**src/rtl/spi_pixel_pkg.sv**
```systemverilog
// spi_pixel_pkg: command opcodes, parser states and pixel type
// shared by the SPI pixel decoder and its window/cursor unit.
package spi_pixel_pkg;

    localparam logic [7:0] CMD_NOP   = 8'h00;
    localparam logic [7:0] CMD_CASET = 8'h2A;
    localparam logic [7:0] CMD_PASET = 8'h2B;
    localparam logic [7:0] CMD_RAMWR = 8'h2C;

    typedef enum logic [2:0] {
        ST_IDLE,
        ST_ARGS,
        ST_CNT,
        ST_PIX_HI,
        ST_PIX_LO
    } state_e;

    typedef logic [15:0] rgb565_t;

endpackage

```
**src/rtl/spi_pixel_decoder_window_cursor.sv**
```systemverilog
// window_cursor: drawing window, cursor and row base; produces the
// framebuffer address with incremental (multiply-free) stepping.
module window_cursor #(
    parameter int WIDTH     = 240,
    parameter int HEIGHT    = 320,
    parameter int ADDR_BITS = 17,
    parameter int XW        = $clog2(WIDTH),
    parameter int YW        = $clog2(HEIGHT),
    parameter int CW        = (XW > YW) ? XW : YW
) (
    input  logic                 clk,
    input  logic                 rst,
    input  logic                 commit_x_i,
    input  logic                 commit_y_i,
    input  logic [CW-1:0]        lo_i,
    input  logic [CW-1:0]        hi_i,
    input  logic                 load_i,
    input  logic                 step_i,
    output logic [ADDR_BITS-1:0] fb_addr_o
);

    logic [XW-1:0]        x0_q, x0_d, x1_q, x1_d, x_q, x_d;
    logic [YW-1:0]        y0_q, y0_d, y1_q, y1_d, y_q, y_d;
    logic [ADDR_BITS-1:0] top_q, top_d, row_q, row_d;
    logic [ADDR_BITS-1:0] addr_q, addr_d;

    always_comb begin
        x0_d   = x0_q;
        x1_d   = x1_q;
        x_d    = x_q;
        y0_d   = y0_q;
        y1_d   = y1_q;
        y_d    = y_q;
        top_d  = top_q;
        row_d  = row_q;
        addr_d = addr_q;
        if (commit_x_i) begin
            x0_d = lo_i[XW-1:0];
            x1_d = hi_i[XW-1:0];
        end
        if (commit_y_i) begin
            y0_d  = lo_i[YW-1:0];
            y1_d  = hi_i[YW-1:0];
            // top-of-window base: the only multiply in the datapath
            top_d = ADDR_BITS'(32'(lo_i[YW-1:0]) * 32'(WIDTH));
        end
        if (load_i) begin
            x_d   = x0_q;
            y_d   = y0_q;
            row_d = top_q;
        end
        if (step_i) begin
            addr_d = row_q + ADDR_BITS'(x_q);
            if (x_q == x1_q) begin
                x_d = x0_q;
                if (y_q == y1_q) begin
                    y_d   = y0_q;
                    row_d = top_q;
                end else begin
                    y_d   = y_q + YW'(1);
                    row_d = row_q + ADDR_BITS'(WIDTH);
                end
            end else begin
                x_d = x_q + XW'(1);
            end
        end
    end

    always_ff @(posedge clk or posedge rst) begin
        if (rst) begin
            x0_q   <= '0;
            x1_q   <= XW'(WIDTH - 1);
            x_q    <= '0;
            y0_q   <= '0;
            y1_q   <= YW'(HEIGHT - 1);
            y_q    <= '0;
            top_q  <= '0;
            row_q  <= '0;
            addr_q <= '0;
        end else begin
            x0_q   <= x0_d;
            x1_q   <= x1_d;
            x_q    <= x_d;
            y0_q   <= y0_d;
            y1_q   <= y1_d;
            y_q    <= y_d;
            top_q  <= top_d;
            row_q  <= row_d;
            addr_q <= addr_d;
        end
    end

    assign fb_addr_o = addr_q;

endmodule

```
**src/rtl/spi_pixel_decoder.sv**
```systemverilog
// spi_pixel_decoder: ILI9341-style byte command parser emitting RGB565
// framebuffer writes, with an inactivity timeout to resync the parser.
module spi_pixel_decoder
    import spi_pixel_pkg::*;
#(
    parameter int WIDTH          = 240,
    parameter int HEIGHT         = 320,
    parameter int ADDR_BITS      = $clog2(WIDTH * HEIGHT),
    parameter int TIMEOUT_CYCLES = 4096
) (
    input  logic                 clk,
    input  logic                 rst,
    input  logic [7:0]           in_data,
    input  logic                 in_valid,
    output logic [ADDR_BITS-1:0] fb_addr,
    output rgb565_t              fb_data,
    output logic                 fb_we,
    output logic                 busy,
    output logic                 err
);

    localparam int XW = $clog2(WIDTH);
    localparam int YW = $clog2(HEIGHT);
    localparam int CW = (XW > YW) ? XW : YW;
    localparam int TW = $clog2(TIMEOUT_CYCLES + 1);
    localparam logic [TW-1:0] TO_LAST = TW'(TIMEOUT_CYCLES - 1);

    state_e        state_q, state_d;
    logic [1:0]    idx_q, idx_d;
    logic          page_q, page_d;
    logic [23:0]   arg_q, arg_d;
    logic [15:0]   cnt_q, cnt_d;
    logic [7:0]    hi_q, hi_d;
    logic [TW-1:0] to_q, to_d;
    logic          we_q, we_d;
    rgb565_t       data_q, data_d;
    logic          err_q, err_d;

    logic          commit_x, commit_y, load, step;
    logic [15:0]   lo_w, hi_w, n_w;
    logic          win_ok;

    assign lo_w   = arg_q[23:8];
    assign hi_w   = {arg_q[7:0], in_data};
    assign n_w    = {cnt_q[15:8], in_data};
    assign win_ok = (lo_w <= hi_w) &&
                    (hi_w < (page_q ? 16'(HEIGHT) : 16'(WIDTH)));

    always_comb begin
        state_d  = state_q;
        idx_d    = idx_q;
        page_d   = page_q;
        arg_d    = arg_q;
        cnt_d    = cnt_q;
        hi_d     = hi_q;
        to_d     = '0;
        we_d     = 1'b0;
        data_d   = data_q;
        err_d    = 1'b0;
        commit_x = 1'b0;
        commit_y = 1'b0;
        load     = 1'b0;
        step     = 1'b0;
        if (state_q != ST_IDLE && !in_valid) begin
            to_d = to_q + TW'(1);
        end
        if (in_valid) begin
            unique case (state_q)
                ST_IDLE: begin
                    idx_d = '0;
                    case (in_data)
                        CMD_NOP: ;
                        CMD_CASET: begin
                            state_d = ST_ARGS;
                            page_d  = 1'b0;
                        end
                        CMD_PASET: begin
                            state_d = ST_ARGS;
                            page_d  = 1'b1;
                        end
                        CMD_RAMWR: state_d = ST_CNT;
                        default:   err_d   = 1'b1;
                    endcase
                end
                ST_ARGS: begin
                    arg_d = {arg_q[15:0], in_data};
                    idx_d = idx_q + 2'd1;
                    if (idx_q == 2'd3) begin
                        state_d = ST_IDLE;
                        if (win_ok) begin
                            commit_x = !page_q;
                            commit_y = page_q;
                        end else begin
                            err_d = 1'b1;
                        end
                    end
                end
                ST_CNT: begin
                    idx_d = idx_q + 2'd1;
                    if (idx_q == 2'd0) begin
                        cnt_d = {in_data, cnt_q[7:0]};
                    end else begin
                        cnt_d   = n_w;
                        load    = 1'b1;
                        state_d = (n_w == 16'd0) ? ST_IDLE : ST_PIX_HI;
                    end
                end
                ST_PIX_HI: begin
                    hi_d    = in_data;
                    state_d = ST_PIX_LO;
                end
                ST_PIX_LO: begin
                    we_d    = 1'b1;
                    data_d  = {hi_q, in_data};
                    step    = 1'b1;
                    cnt_d   = cnt_q - 16'd1;
                    state_d = (cnt_q == 16'd1) ? ST_IDLE : ST_PIX_HI;
                end
            endcase
        end else if (state_q != ST_IDLE && to_q == TO_LAST) begin
            // a lost byte must not leave a stale high half behind
            state_d = ST_IDLE;
            err_d   = 1'b1;
            hi_d    = '0;
            to_d    = '0;
        end
    end

    always_ff @(posedge clk or posedge rst) begin
        if (rst) begin
            state_q <= ST_IDLE;
            idx_q   <= '0;
            page_q  <= 1'b0;
            arg_q   <= '0;
            cnt_q   <= '0;
            hi_q    <= '0;
            to_q    <= '0;
            we_q    <= 1'b0;
            data_q  <= '0;
            err_q   <= 1'b0;
        end else begin
            state_q <= state_d;
            idx_q   <= idx_d;
            page_q  <= page_d;
            arg_q   <= arg_d;
            cnt_q   <= cnt_d;
            hi_q    <= hi_d;
            to_q    <= to_d;
            we_q    <= we_d;
            data_q  <= data_d;
            err_q   <= err_d;
        end
    end

    window_cursor #(
        .WIDTH     (WIDTH),
        .HEIGHT    (HEIGHT),
        .ADDR_BITS (ADDR_BITS)
    ) u_cursor (
        .clk        (clk),
        .rst        (rst),
        .commit_x_i (commit_x),
        .commit_y_i (commit_y),
        .lo_i       (CW'(lo_w)),
        .hi_i       (CW'(hi_w)),
        .load_i     (load),
        .step_i     (step),
        .fb_addr_o  (fb_addr)
    );

    assign fb_data = data_q;
    assign fb_we   = we_q;
    assign err     = err_q;
    assign busy    = (state_q != ST_IDLE);

endmodule

```
**config.mk**
```make
export PLATFORM = sky130hd
export DESIGN_NAME = spi_pixel_decoder
export DESIGN_NICKNAME = d
export VERILOG_FILES = /design/src/rtl/spi_pixel_pkg.sv /design/src/rtl/spi_pixel_decoder_window_cursor.sv /design/src/rtl/spi_pixel_decoder.sv
export SDC_FILE = /design/constraint.sdc
export NUM_CORES = 1
export LEC_CHECK = 0
export ABC_AREA = 1
export BUFFER_PORTS_ARGS = -buffer_cell sky130_fd_sc_hd__buf_2
export CORE_MARGIN = 1
export CORE_UTILIZATION = 45
export CTS_BUF_LIST = sky130_fd_sc_hd__clkbuf_4
export DETAILED_ROUTE_END_ITERATION = 6
export PLACE_DENSITY = 0.73
export SLEW_MARGIN = 20
export SYNTH_ARGS = -nofsm -noshare
export SYNTH_HDL_FRONTEND = slang
export SYNTH_SLANG_ARGS = --single-unit
```
**constraint.sdc**
```tcl
create_clock -name clk -period 17.1 [get_ports clk]
set_clock_uncertainty 0.1 [all_clocks]
set_input_delay 3.42 -clock clk [delete_from_list [all_inputs] [get_ports clk]]
set_output_delay 3.42 -clock clk [all_outputs]
set_load 0.01 [all_outputs]
```
==> impl_metrics.yaml <==
placed_design:
  gpl.final_weighted_congestion: 0.862
  place.detailed.hpwl_um: 17500
  numPortBuffers: 46
detailed_routing:
  drt_iter0_drc: 693
  totalWireLength_um: 24500
  vias_per_cell: 5.22
  final_antenna_net_count: 0
  drcViolationCount: 0
  num_vias: 8803
  number_of_iterations_in_the_first_detailed_routing_pass: 5
  wl_per_cell_um: 14.5
floorplanning:
  floorplan.die.width_um: 156
  floorplan.die_area_um2: 24300
  start_util_pct: 46.5
  io_pins: 47
  fp.coreArea_um2: 22900
  rows: 55
  die_height_um: 156
setup_path:
  critPathKind: "flip-flop to output pin"
  crit_path_start_kind: "flip-flop"
  setup.reg_to_reg.worst_slack_ps: 13770
  path_max_fanout: 6
  cp_data_required_time_ps: 13580
  timing.critical_path.buf_inv: 2
  setup.worst_path.end_class: "output pin"
  worst_path_dominant_cell_family: "flip-flops"
  cp_cell_sequence: "nor3_1 -> inv_1 -> buf_2"
  critical_path_arrival_ps: 1970
  critical-path-slowest-cell: "sky130_fd_sc_hd__dfrtp_1"
  critPathMaxStageDelay_ps: 510
clocking:
  cts_hold_buffers: 0
  cts_tree: "built"
  clock_latency_on_the_worst_skew_pair_ps: 620
  clk_path_buf_depth: 2
  postCtsResizedCells: 0
  numCtsBuffers: 17
  clock_sinks: 182
  maximum_level_of_the_cts_h_tree: 4
  cts-root-buf: "sky130_fd_sc_hd__clkbuf_4"
  post-cts-setup-buffer-count: 0
  cts.reportedPaths.clkPinSlew_ps: 170
layout:
  area.growth.synth_to_final_pct: 7.61
  fin_nets: 1439
  n_fill_cell: 2190
  drive_above_1_share_pct: 9.40
synthesis:
  synthArstFlopShare_pct: 100
  synthesis.instances: 1333
  post-synth-top-area-fraction_pct: 39.4
  dominant_cell_by_count_in_the_synthesized_netlist: "sky130_fd_sc_hd__nand2_1"
  synth_top_area_cell: "sky130_fd_sc_hd__dfrtp_1"
  synth-edff-count: 0
  synth-seq-area-share_pct: 42.9
  yosys-top-cells-area: "sky130_fd_sc_hd__dfrtp_1, sky130_fd_sc_hd__nand2_1, sky130_fd_sc_hd__ha_1"
  synth.distinct_cells: 46
  ys.warnings.count: 0
  synth_nets: 1411
  post_synth.cell_area_avg_um2: 8.00
  ys_top_cells_by_count: "sky130_fd_sc_hd__nand2_1, sky130_fd_sc_hd__dfrtp_1, sky130_fd_sc_hd__inv_1"
  ys_seq_elements: 182
  synth_area_um2: 10700
  ys_dominant_reg_cell: "sky130_fd_sc_hd__dfrtp_1"
grt:
  number_of_global_route_vias_before_repair: 8396
  grt_first_pass_wirelength_um: 41600
  initial_antenna_violation_count: 1
  grt.total_usage_pct: 21.5
  largest_net_degree_at_the_start_of_global_routing: 109
  grt-ovfl-total: 0
power_and_ir_drop:
  power.ir.vdd_worst_v: 0.0000984
  power_leakage_nw: 5.72
  finalPower_w: 0.00204
  power_density_nw_per_um2: 178
sta:
  finalWorstPathRequiredPeriod_ps: 5490
  timing_worst_slew_pin_value_ps: 914
  rsz0062_at_grt: "no"
  timing.fmax_ghz: 0.182
  final-hold-violation-count: 0
  final.period_utilization_pct: 32.1
  report.final.setup_viol: 0
  finalMaxSlewViolations: 0
  timing.slew.headroom_pct: 39.1
  setup_tns_ps: 0
status:
  outcome: "completed"
job:
  max_capacitance_violation_count: 0
worst_hold_path:
  min-delay-path-class: "flip-flop to flip-flop"
-- registers in the layout, indices dropped and copies added, names as in the netlist, 9 cells and up --
| signal | count |
|---|---|
| to_q | 13 |
| u_cursor.y1_q | 9 |
| fb_data | 16 |
| arg_q | 24 |
| u_cursor.y0_q | 9 |
| u_cursor.y_q | 9 |
| u_cursor.row_q | 17 |
| u_cursor.top_q | 12 |
| cnt_q | 16 |
| u_cursor.fb_addr_o | 17 |
-- worst register-to-register path, stage by stage (launching register included) --
cell and delay (ps):
sky130_fd_sc_hd__dfrtp_1 600, sky130_fd_sc_hd__inv_1 210, sky130_fd_sc_hd__fa_1 540, sky130_fd_sc_hd__fa_1 520, sky130_fd_sc_hd__inv_1 40, sky130_fd_sc_hd__ha_1 380
sky130_fd_sc_hd__nand2_1 130, sky130_fd_sc_hd__nand3_1 120, sky130_fd_sc_hd__nand2_1 80, sky130_fd_sc_hd__nand2_1 70, sky130_fd_sc_hd__a21oi_1 160, sky130_fd_sc_hd__xor2_1 170
sky130_fd_sc_hd__o21ai_1 90
-- metrics by stage --
step	std cells	hold slack, ps	setup slack (ps)	util, %	cell area, µm²
floorplan	1333	340	8660	-	10700
global placement	1654	358	11020	48.5	11100
detailed placement	1654	359	10950	48.5	11100
CTS	1685	383	11600	49.9	11400
global route	1687	395	11390	50.1	11500
finish	1687	381	11610	50.1	11500
-- report_power, final --
group,leakage (nW),internal [W],total (W),switching [W]
logic,3.29,0.000412,0.00106,0.000649
registers,2.26,0.000562,0.000702,0.000139
clock network,0.166,0.000119,0.000280,0.000161
-- layout make-up --
type	count	area [µm²]	share of cell area, %
Multi-Input combinational cell	937	5250	45.7
Sequential cell	182	4570	39.8
Inverter	173	654	5.70
Tap cell	313	392	3.41
Timing Repair Buffer	50	280	2.44
Clock inverter	13	195	1.70
Clock buffer	18	135	1.18
Antenna cell	1	2.50	0.0218
-- logic make-up after synthesis --
group	count (synthesis)	synth area share [%]
AND/OR/NAND/NOR	559	22.3
XOR/XNOR	56	4.60
flip-flops	182	42.9
adder cells (fa/ha/maj)	67	8.99
buffers and inverters	214	8.01
AO/OA/AOI/OAI	255	13.2
-- metal layers --
layer  wire length [µm]  vias up  global-route usage [%]
li1                   -     4399                       -
met1              11800     4164                    30.1
met2              11100      216                    34.1
met3               1200       24                    3.14
met4                361        0                    7.19
met5                  0        -                       0
-- path summary, 6_finish.rpt --
kind / startpoint / cells past startpoint / to
setup reg to reg: arg_q[10] / 12 / u_cursor.top_q[13]
max in group asynchronous: rst / 3 / arg_q[19]
hold reg to reg: u_cursor.x1_q[7] / 2 / u_cursor.x1_q[7]
hold / removal: u_cursor.x1_q[7] / 2 / u_cursor.x1_q[7]
min in group asynchronous: rst / 2 / fb_data[0]
setup / recovery: state_q[0] / 3 / busy
-- cells in the final DEF (no fill, tap or decap), drive strengths merged, types with 22 or more instances in the layout --
| cell | Yosys | layout |
|---|---|---|
| ha | 51 | 51 |
| nand3 | 80 | 80 |
| inv | 172 | 175 |
| a21oi | 45 | 45 |
| buf | 29 | 50 |
| nor2 | 85 | 85 |
| dfrtp | 168 | 168 |
| xor2 | 46 | 46 |
| o21ai | 154 | 154 |
| nor3 | 22 | 22 |
| nand2 | 349 | 349 |
Note: power is estimated with default switching activity, not from simulation.
